File: src/rtl/mult_unit.sv
// Iterative shift-add multiplier owning the architectural HI/LO registers.
// Optional MULT_EARLY_EXIT_EN: finish as soon as the remaining multiplier bits are all zero.
module mult_unit #(
    parameter int WIDTH = 32
) (
    input  logic             clk,
    input  logic             reset,
    input  logic             MultStart,
    input  logic             MultSgn,
    input  logic [WIDTH-1:0] SrcA,
    input  logic [WIDTH-1:0] SrcB,
    output logic [WIDTH-1:0] Hi,
    output logic [WIDTH-1:0] Lo,
    output logic             Busy,
    output logic             Done
);

    localparam int CW = $clog2(WIDTH + 1);
    localparam logic [CW-1:0] CNT_LAST = CW'(WIDTH - 1);

    typedef enum logic [1:0] {
        ST_IDLE   = 2'd0,
        ST_RUN    = 2'd1,
        ST_FINISH = 2'd2
    } state_t;

    state_t               r_state;
    state_t               w_state_nxt;
    logic [2*WIDTH-1:0]   r_mcand;
    logic [2*WIDTH-1:0]   r_acc;
    logic [2*WIDTH-1:0]   w_result;
    logic [WIDTH-1:0]     r_mplier;
    logic [WIDTH-1:0]     r_hi;
    logic [WIDTH-1:0]     r_lo;
    logic [WIDTH-1:0]     w_mag_a;
    logic [WIDTH-1:0]     w_mag_b;
    logic [CW-1:0]        r_cnt;
    logic                 r_neg;
    logic                 r_busy;
    logic                 r_done;
    logic                 w_last;
    logic                 w_step;

    // Two's complement magnitude; the most negative value maps to its own bit pattern.
    function automatic logic [WIDTH-1:0] magnitude(input logic [WIDTH-1:0] v, input logic sgn);
        if (sgn && v[WIDTH-1]) begin
            magnitude = ~v + {{(WIDTH-1){1'b0}}, 1'b1};
        end else begin
            magnitude = v;
        end
    endfunction

    assign w_mag_a  = magnitude(SrcA, MultSgn);
    assign w_mag_b  = magnitude(SrcB, MultSgn);
    assign w_last   = (r_cnt == CNT_LAST);
    assign w_result = r_neg ? (~r_acc + {{(2*WIDTH-1){1'b0}}, 1'b1}) : r_acc;

`ifdef MULT_EARLY_EXIT_EN
    assign w_step = (r_mplier != {WIDTH{1'b0}});
`else
    assign w_step = 1'b1;
`endif

    // State register
    always_ff @(posedge clk) begin
        if (!reset) begin
            r_state <= ST_IDLE;
        end else begin
            r_state <= w_state_nxt;
        end
    end

    // Next-state logic
    always_comb begin
        w_state_nxt = r_state;
        case (r_state)
            ST_IDLE: begin
                if (MultStart) begin
                    w_state_nxt = ST_RUN;
                end else begin
                    w_state_nxt = ST_IDLE;
                end
            end
            ST_RUN: begin
                if (!w_step || w_last) begin
                    w_state_nxt = ST_FINISH;
                end else begin
                    w_state_nxt = ST_RUN;
                end
            end
            ST_FINISH: w_state_nxt = ST_IDLE;
            default:   w_state_nxt = ST_IDLE;
        endcase
    end

    // Datapath: operand capture, shift-add steps, HI/LO commit and status flags
    always_ff @(posedge clk) begin
        if (!reset) begin
            r_mcand  <= {(2*WIDTH){1'b0}};
            r_acc    <= {(2*WIDTH){1'b0}};
            r_mplier <= {WIDTH{1'b0}};
            r_cnt    <= {CW{1'b0}};
            r_neg    <= 1'b0;
            r_hi     <= {WIDTH{1'b0}};
            r_lo     <= {WIDTH{1'b0}};
            r_busy   <= 1'b0;
            r_done   <= 1'b0;
        end else begin
            r_busy <= (w_state_nxt != ST_IDLE);
            r_done <= (r_state == ST_FINISH);
            case (r_state)
                ST_IDLE: begin
                    if (MultStart) begin
                        r_mcand  <= {{WIDTH{1'b0}}, w_mag_a};
                        r_mplier <= w_mag_b;
                        r_acc    <= {(2*WIDTH){1'b0}};
                        r_cnt    <= {CW{1'b0}};
                        r_neg    <= MultSgn & (SrcA[WIDTH-1] ^ SrcB[WIDTH-1]);
                    end
                end
                ST_RUN: begin
                    if (w_step) begin
                        if (r_mplier[0]) begin
                            r_acc <= r_acc + r_mcand;
                        end
                        r_mcand  <= r_mcand << 1;
                        r_mplier <= r_mplier >> 1;
                        r_cnt    <= r_cnt + {{(CW-1){1'b0}}, 1'b1};
                    end
                end
                ST_FINISH: begin
                    r_hi <= w_result[2*WIDTH-1:WIDTH];
                    r_lo <= w_result[WIDTH-1:0];
                end
                default: begin
                    r_cnt <= {CW{1'b0}};
                end
            endcase
        end
    end

    assign Hi   = r_hi;
    assign Lo   = r_lo;
    assign Busy = r_busy;
    assign Done = r_done;

endmodule

File: config.mk
export PLATFORM = sky130hd
export DESIGN_NAME = mult_unit
export DESIGN_NICKNAME = d
export VERILOG_FILES = /design/src/rtl/mult_unit.sv
export SDC_FILE = /design/constraint.sdc
export NUM_CORES = 1
export LEC_CHECK = 0
export BUFFER_PORTS_ARGS = -buffer_cell sky130_fd_sc_hd__buf_2
export CAP_MARGIN = 5
export CELL_PAD_IN_SITES_DETAIL_PLACEMENT = 0
export CELL_PAD_IN_SITES_GLOBAL_PLACEMENT = 1
export CORE_UTILIZATION = 49
export CTS_CLUSTER_SIZE = 30
export DETAILED_ROUTE_END_ITERATION = 8
export PLACE_DENSITY_LB_ADDON = 0.1
export RECOVER_POWER = 50
export SYNTH_ARGS = -nofsm -noshare
export SYNTH_HDL_FRONTEND = slang
export SYNTH_SLANG_ARGS = --single-unit
File: constraint.sdc
create_clock -name clk -period 8 [get_ports clk]
set_input_delay 0 -clock clk [delete_from_list [all_inputs] [get_ports clk]]
set_output_delay 0 -clock clk [all_outputs]
set_load 0.03 [all_outputs]
==> results of run 1 <==
synth_stat cells, types with 4 or more instances:
| master | count | area, sq um |
|---|---|---|
| nor2_1 | 257 | 965 |
| dfxtp_1 | 235 | 4700 |
| nand2_1 | 154 | 578 |
| a21oi_1 | 134 | 671 |
| o21ai_0 | 119 | 596 |
| clkbuf_1 | 103 | 387 |
| xor2_1 | 100 | 876 |
| xnor2_1 | 75 | 657 |
| a22oi_1 | 68 | 510 |
| ha_1 | 67 | 838 |
| a222oi_1 | 56 | 561 |
| a211oi_1 | 49 | 368 |
| a21o_1 | 43 | 323 |
| nor3_1 | 34 | 170 |
| inv_1 | 31 | 116 |
| nand3_1 | 29 | 145 |
| o31ai_1 | 27 | 203 |
| nand4_1 | 20 | 125 |
| or3_1 | 16 | 100 |
| and3_1 | 14 | 87.6 |
| o21bai_1 | 14 | 105 |
| o41ai_1 | 13 | 114 |
| nor4_1 | 11 | 68.8 |
| or4_1 | 11 | 82.6 |
| o21a_1 | 10 | 75.1 |
| and2_1 | 9 | 56.3 |
| a31oi_1 | 8 | 50.1 |
| buf_1 | 7 | 26.3 |
| nand2b_1 | 7 | 43.8 |
| or2_2 | 6 | 37.5 |
| nand3b_1 | 5 | 37.5 |
| o211ai_1 | 5 | 37.5 |
| a21boi_0 | 4 | 30.0 |
| a221oi_1 | 4 | 35.0 |
| a32oi_1 | 4 | 35.0 |
| nor2b_1 | 4 | 25.0 |
| nor3b_1 | 4 | 30.0 |
| o21ai_1 | 4 | 20.0 |
sequential cells by signal (all words and copies together), names as in the netlist:
| name | flops |
|---|---|
| Busy | 1 |
| Done | 1 |
| Hi | 32 |
| Lo | 32 |
| r_acc | 64 |
| r_cnt | 6 |
| r_mcand | 64 |
| r_mplier | 32 |
| r_neg | 1 |
| r_state | 2 |
power by group through the flow:
stage | registers (W) | logic (W) | clock network [W]
global placement | 0.00125 | 0.000288 | 0
detailed placement | 0.00125 | 0.000291 | 0
CTS | 0.00122 | 0.000320 | 0.00147
global route | 0.00122 | 0.000355 | 0.00152
finish | 0.00122 | 0.000323 | 0.00144
floorplan | 0.00124 | 0.000206 | 0
area by class of cell:
class | instances | area, sq um | share of cell area
Clock inverter | 12 | 200 | 0.0119
Tap cell | 384 | 480 | 0.0285
Multi-Input combinational cell | 1429 | 9120 | 0.541
Clock buffer | 41 | 871 | 0.0517
Inverter | 32 | 125 | 0.00742
Antenna cell | 4 | 10.0 | 0.000594
Sequential cell | 235 | 4700 | 0.279
Timing Repair Buffer | 214 | 1340 | 0.0796
tightest hold or removal path: cells and delay by family:
kind	cells	cell delay (ns)
compound gates	2	0.28
buf+inv	2	0.15
simple gates	1	0.08
cell families after synthesis:
family,synth area share
and+or+nand+nor,0.189
muxes,0.00218
DFF,0.328
AOI/OAI and AO/OA,0.277
buffers and inverters,0.0372
adders and majority gates,0.0598
xor gates and xnor gates,0.107
metrics by stage:
| step | instances | cell area, sq um | util | total power [W] | hold slack (ns) |
|---|---|---|---|---|---|
| global route | 2350 | 16800 | 0.585 | 0.00310 | 0.0152 |
| detailed placement | 2225 | 15200 | 0.529 | 0.00154 | 0.316 |
| global placement | 2225 | 15200 | 0.529 | 0.00153 | 0.304 |
| floorplan | 1806 | 14300 | - | 0.00144 | 0.148 |
| finish | 2351 | 16900 | 0.586 | 0.00299 | 0.00176 |
| CTS | 2347 | 17000 | 0.590 | 0.00301 | 0.0000416 |
repair_timing:
| action | in CTS | in global routing |
|---|---|---|
| endpoints found under the setup margin | 0 | 0 |
| hold buffers | 69 | 0 |
| hold endpoints to repair | 72 | 0 |
| resized for setup | 0 | 0 |
| setup buffers | 0 | 0 |
worst paths after layout:
kind                                                 to  slack, ns
worst max-delay path             r_acc[63]$_SDFFE_PN0P_       2.53
worst min-delay path            r_mcand[1]$_SDFFE_PN0P_      0.002
worst max register to register   r_acc[63]$_SDFFE_PN0P_       2.53
worst min register to register       r_neg$_SDFFE_PN0P_       0.45
metal layers:
metal	track usage	up-vias
met5	0	-
met4	0.0819	0
met3	0.0398	73
met2	0.430	455
met1	0.395	6528
li1	-	6912
==> out/results.tsv, run 1 <==
stage	metric	value	unit
finish	fin_nets	2077	
finish	drive_gt1_frac	0.0744	
die	initial_core_util	0.498	
placed_design	place.gp.congestion	0.942	
critical_path	rr_worst_depth	7	
synthesis	ys_warn_count	0	
synthesis	ys_seq_area_frac	0.328	
critical_path	r2r-start	r_state[0]$_SDFF_PN0_	
die	num_rows	62	
clock_tree	clkTransAtPathRegs	0.06	ns
power	leakage	6.83	nW
sta	setup_tns	0	ns
synthesis	async_reset_ff_frac	0	
sta	finalHoldViolations	0	
critical_path	crit_cells	7	
sta	fin_crit_sh	0.684	
critical_path	slowest_delay	3.22	ns
placed_design	pre_cts_slack	3.74	ns
job	maxCapViolCount	6	
critical_path	crit_fanout	97	
drt	drc_errors	0	
drt	vias	14000	
power	power_frac_clock	0.483	
synthesis	ys.flop_type	dfxtp_1	
synthesis	avgSynthCellArea	7.94	sq um
drt	wl_per_cell	17.9	um
die	io_pins	134	
global_routing	grt_start_max_net_pins	109	
critical_path	critPathKind	reg2reg	
clock_tree	cts_tree	built	
die	core-area	28800	sq um
drt	topRoutingLayerUsed	met4	
synthesis	netlist_area	14300	sq um
global_routing	antenna_found_initial	4	
power	p_sw_frac	0.251	
clock_tree	cts_max_path_buffers	3	
global_routing	grt_pass1_wl	68500	um
global_routing	grt-ovfl-total	0	
critical_path	path_common_cell	and3_1	
clock_tree	cts_root_buf	clkbuf_16	
drt	met1_length	20200	um
sta	relSlewSlack	-2.06	
sta	rsz0062_at_grt	false	
power	internal_power	0.00224	W
synthesis	synthDistinctLibCells	70	
hold_path	holdPathStages	5	
power	netSwitchingPower	0.000751	W
critical_path	worstPathArrival	5.90	ns
critical_path	endpoint_kind	register	
placed_design	numPortBuffers	133	
sta	slew_viol_final	336	
clock_tree	htreeDepth	1	
hold_path	hp-class	in2reg	
global_routing	grt_pass1_vias	13100	
sta	setup_viol	0	
global_routing	grt_usage	0.277	
placed_design	dp_hpwl	29800	um
critical_path	slowest_stage	clkbuf_1	
critical_path	cp.required	8.43	ns
finish	layout_common_cells	nor2_1, dfxtp_1, nand2_1, a21oi_1, o21ai_0	
critical_path	cp_top_family	buffers and inverters	
critical_path	start_kind	register	
power	pwr-share-seq	0.409	
finish	fillers	2783	
finish	areaGrowthSynthToFinish	17.5	%
drt	ant_nets	0	
sta	period_minus_slack	5.47	ns
clock_tree	cts_made_buffers	29	
critical_path	path_cells	nor2b_1, clkbuf_1, and3_1, and3_1, mux2_2, a221oi_1, o41ai_1	
outcome	violations	max-capacitance violations, max-slew violations	
synthesis	synth_nets	1942	
sta	fin_ws	2.53	ns
sta	max_freq	0.183	GHz
clock_tree	clock-sinks	235	
clock_tree	clk-insertion-delay-late	0.54	ns
outcome	status	finished, violations left	
power	ir_worst_vdd	0.170	mV
power	p_comb_frac	0.108	
drt	vias_per_cell	5.94	
synthesis	synth_edf_count	0	
synthesis	synth_seq_cells	235	
die	die_y	173	um
synthesis	postSynthCellCount	1806	
sta	finClkSkew	0.00873	ns
power	powerDensity	177	nW/um^2
drt	wl_met3	2930	um
finish	layout_commonest_cell	nor2_1	
hold_path	hold_path_startpoint	SrcA[1]	
drt	drt-initial-drc-count	1238	
critical_path	critPathLaunch	r_state[0]$_SDFF_PN0_	
drt	first_pass_iters	6	
sta	tightest_slew	4.59	ns
die	dieWidth	173	um
die	die_area	30000	sq um
drt	dr_wl_met2	18000	um
critical_path	crit_buf_inv	1	
drt	totalWireLength	42200	um
Power figures use the tool's default switching activity.
==> run 2: changes to the inputs <==
--- a/config.mk
+++ b/config.mk
@@ -9,7 +9,7 @@
 export CAP_MARGIN = 5
 export CELL_PAD_IN_SITES_DETAIL_PLACEMENT = 0
 export CELL_PAD_IN_SITES_GLOBAL_PLACEMENT = 1
-export CORE_UTILIZATION = 49
+export CORE_UTILIZATION = 41
 export CTS_CLUSTER_SIZE = 30
 export DETAILED_ROUTE_END_ITERATION = 8
 export PLACE_DENSITY_LB_ADDON = 0.1
==> constraint.sdc (replaced) <==
create_clock -name clk -period 4.73 [get_ports clk]
set_input_delay 0 -clock clk [delete_from_list [all_inputs] [get_ports clk]]
set_output_delay 0 -clock clk [all_outputs]
set_load 0.03 [all_outputs]
==> out/results.tsv, run 2 (synthesized netlist as in run 1, its figures left out) <==
stage	metric	value	unit	change
outcome	status	finished, violations left		
outcome	violations	max-capacitance violations, max-slew violations		
clock_tree	post_cts_resized	0		unchanged
global_routing	grt_usage	0.242		-0.0350
global_routing	grt_start_max_net_pins	98		-10%
power	netSwitchingPower	0.00125	W	+66%
critical_path	cp.required	5.12	ns	-3.31 ns
placed_design	place.gp.congestion	0.910		-3.4%
sta	relSlewSlack	-0.438		+1.62
sta	max_freq	0.240	GHz	+31%
drt	first_pass_iters	9		+3
die	dieWidth	189	um	+9.2%
drt	vias	13900		-0.54%
hold_path	hp-class	in2reg		
critical_path	worstPathArrival	4.56	ns	-1.34 ns
sta	finalHoldViolations	0		unchanged
finish	fin_area	16900	sq um	+0.50%
critical_path	critPathLaunch	r_acc[0]$_SDFFE_PN0P_		
critical_path	rr_worst_depth	16		+9
power	leakage	6.83	nW	about the same
die	num_rows	68		+9.7%
placed_design	pre_cts_slack	0.641	ns	-3.09 ns
sta	slew_viol_final	322		-4.2%
clock_tree	clkTransAtPathRegs	0.05	ns	about the same
placed_design	numPortBuffers	133		unchanged
die	die_area	35700	sq um	+19%
sta	fin_ws	0.565	ns	-1.96 ns
power	p_comb_frac	0.112		+0.004
drt	wl_per_cell	18.1	um	+1.1%
placed_design	dp_hpwl	31400	um	+5.2%
die	io_pins	134		unchanged
clock_tree	clk-insertion-delay-late	0.55	ns	about the same
sta	setup_viol	0		unchanged
placed_design	dpl_cell_area	15300	sq um	+0.81%
critical_path	endpoint_kind	register		
die	core-area	34500	sq um	+20%
hold_path	holdPathStages	4		-1
sta	finClkSkew	0.0124	ns	+0.00368 ns
clock_tree	cts_root_buf	clkbuf_16		
sta	setup_tns	0	ns	unchanged
job	maxCapViolCount	4		-2
placed_design	placed_cells	2299		+3.3%
drt	ant_nets	0		unchanged
critical_path	ff2ff_setup_slack	0.56	ns	-1.96 ns
clock_tree	cts_made_buffers	29		unchanged
finish	areaGrowthSynthToFinish	18.1	%	
power	power_frac_clock	0.464		-0.019
drt	drc_errors	0		unchanged
critical_path	start_kind	register		
clock_tree	htreeDepth	1		unchanged
sta	period_minus_slack	4.17	ns	-1.31 ns
power	internal_power	0.00364	W	+63%
power	power	0.00489	W	+63%
global_routing	grt_pass1_wl	70000	um	+2.3%
global_routing	grt_pass1_vias	13100		-0.38%
critical_path	critPathKind	reg2reg		
clock_tree	clock-sinks	235		unchanged
drt	vias_per_cell	5.72		-3.7%
die	die_y	189	um	+9.2%
finish	fin_nets	2084		+0.34%
critical_path	r2r-start	r_acc[0]$_SDFFE_PN0P_		
finish	fin_cells	2429		+3.3%
clock_tree	cts_tree	built		
global_routing	antenna_found_initial	7		+3
finish	biggestRegsByFlops	r_acc: 64 flops, r_mcand: 64 flops		
critical_path	r2r_end	r_acc[62]$_SDFFE_PN0P_		
sta	tightest_slew	2.16	ns	-2.43 ns
drt	drt-initial-drc-count	1023		-17%
finish	drive_gt1_frac	0.0738		-0.000622
sta	fin_crit_sh	0.881		+0.197
clock_tree	post_cts_buffers	0		unchanged
drt	totalWireLength	44100	um	+4.5%
finish	layout_commonest_cell	nor2_1		
sta	rsz0062_at_grt	false		
critical_path	crit_fanout	6		-94%
power	p_sw_frac	0.255		+0.00403
finish	layout_common_cells	nor2_1, dfxtp_1, nand2_1, a21oi_1, o21ai_0		
critical_path	crit_path_end	r_acc[62]$_SDFFE_PN0P_		
die	initial_core_util	0.416		-0.0821
power	ir_worst_vdd	0.298	mV	+75%
power	pwr-share-seq	0.424		+0.015
power	powerDensity	289	nW/um^2	+63%
global_routing	grt-ovfl-total	0		unchanged
clock_tree	cts_max_path_buffers	3		unchanged
-- run 2: per-stage QoR --
| step | utilization | hold slack [ns] |
|---|---|---|
| global placement | 0.445 | 0.298 |
| floorplan | - | 0.148 |
| finish | 0.491 | 0.0354 |
| global route | 0.491 | 0.0676 |
| detailed placement | 0.445 | 0.314 |
| CTS | 0.494 | 0.0220 |
-- run 2: cell type report --
class	instances	area [sq um]
flip-flops and latches	235	4710
well taps	455	569
repair buffers	221	1430
clock inverters	5	125
multi-input cells	1429	9140
inverters	32	124
diodes	8	20.0
fillers	3429	17500
clock buffers	44	822
-- run 2: power groups by stage --
stage               Sequential [W]  Clock (W)  Combinational, W
detailed placement         0.00211          0          0.000495
global placement           0.00211          0          0.000491
finish                     0.00207    0.00227          0.000548
global route               0.00208    0.00241          0.000604
CTS                        0.00207    0.00232          0.000547
floorplan                  0.00209          0          0.000348
-- run 2: repair_timing --
item | in CTS | in global routing
hold buffers | 73 | 0
hold endpoints to repair | 76 | 0
endpoints found under the setup margin | 0 | 0
-- run 2: layer usage --
| layer | global-route usage | part of all wire |
|---|---|---|
| met5 | 0 | 0 |
| met4 | 0.0748 | 0.030 |
| met3 | 0.0374 | 0.054 |
| met2 | 0.380 | 0.43 |
| met1 | 0.338 | 0.49 |
-- run 2: how the worst min path moves through the flow --
stage                    from  slack [ns]                       end
floorplan            SrcA[31]        0.15  r_mcand[31]$_SDFFE_PN0P_
global placement      SrcA[0]        0.30   r_mcand[0]$_SDFFE_PN0P_
detailed placement    SrcA[0]        0.31   r_mcand[0]$_SDFFE_PN0P_
CTS                 MultStart        0.02     r_cnt[0]$_SDFFE_PN0P_
global route        MultStart        0.07     r_cnt[0]$_SDFFE_PN0P_
finish              MultStart        0.04     r_cnt[0]$_SDFFE_PN0P_
-- run 2: critical path, cell delays in order, from the launching register on --
cell and delay (ns):
dfxtp_1 0.42, ha_1 0.20, inv_1 0.05, fa_1 0.41
nand2b_1 0.18, a21oi_1 0.25, o21ai_0 0.23, a31oi_1 0.23
buf_4 0.17, a221o_1 0.22, a32oi_1 0.21, o21ai_0 0.31
buf_4 0.19, nor4b_1 0.53, a21oi_1 0.16, xor2_1 0.16
o21ai_0 0.08
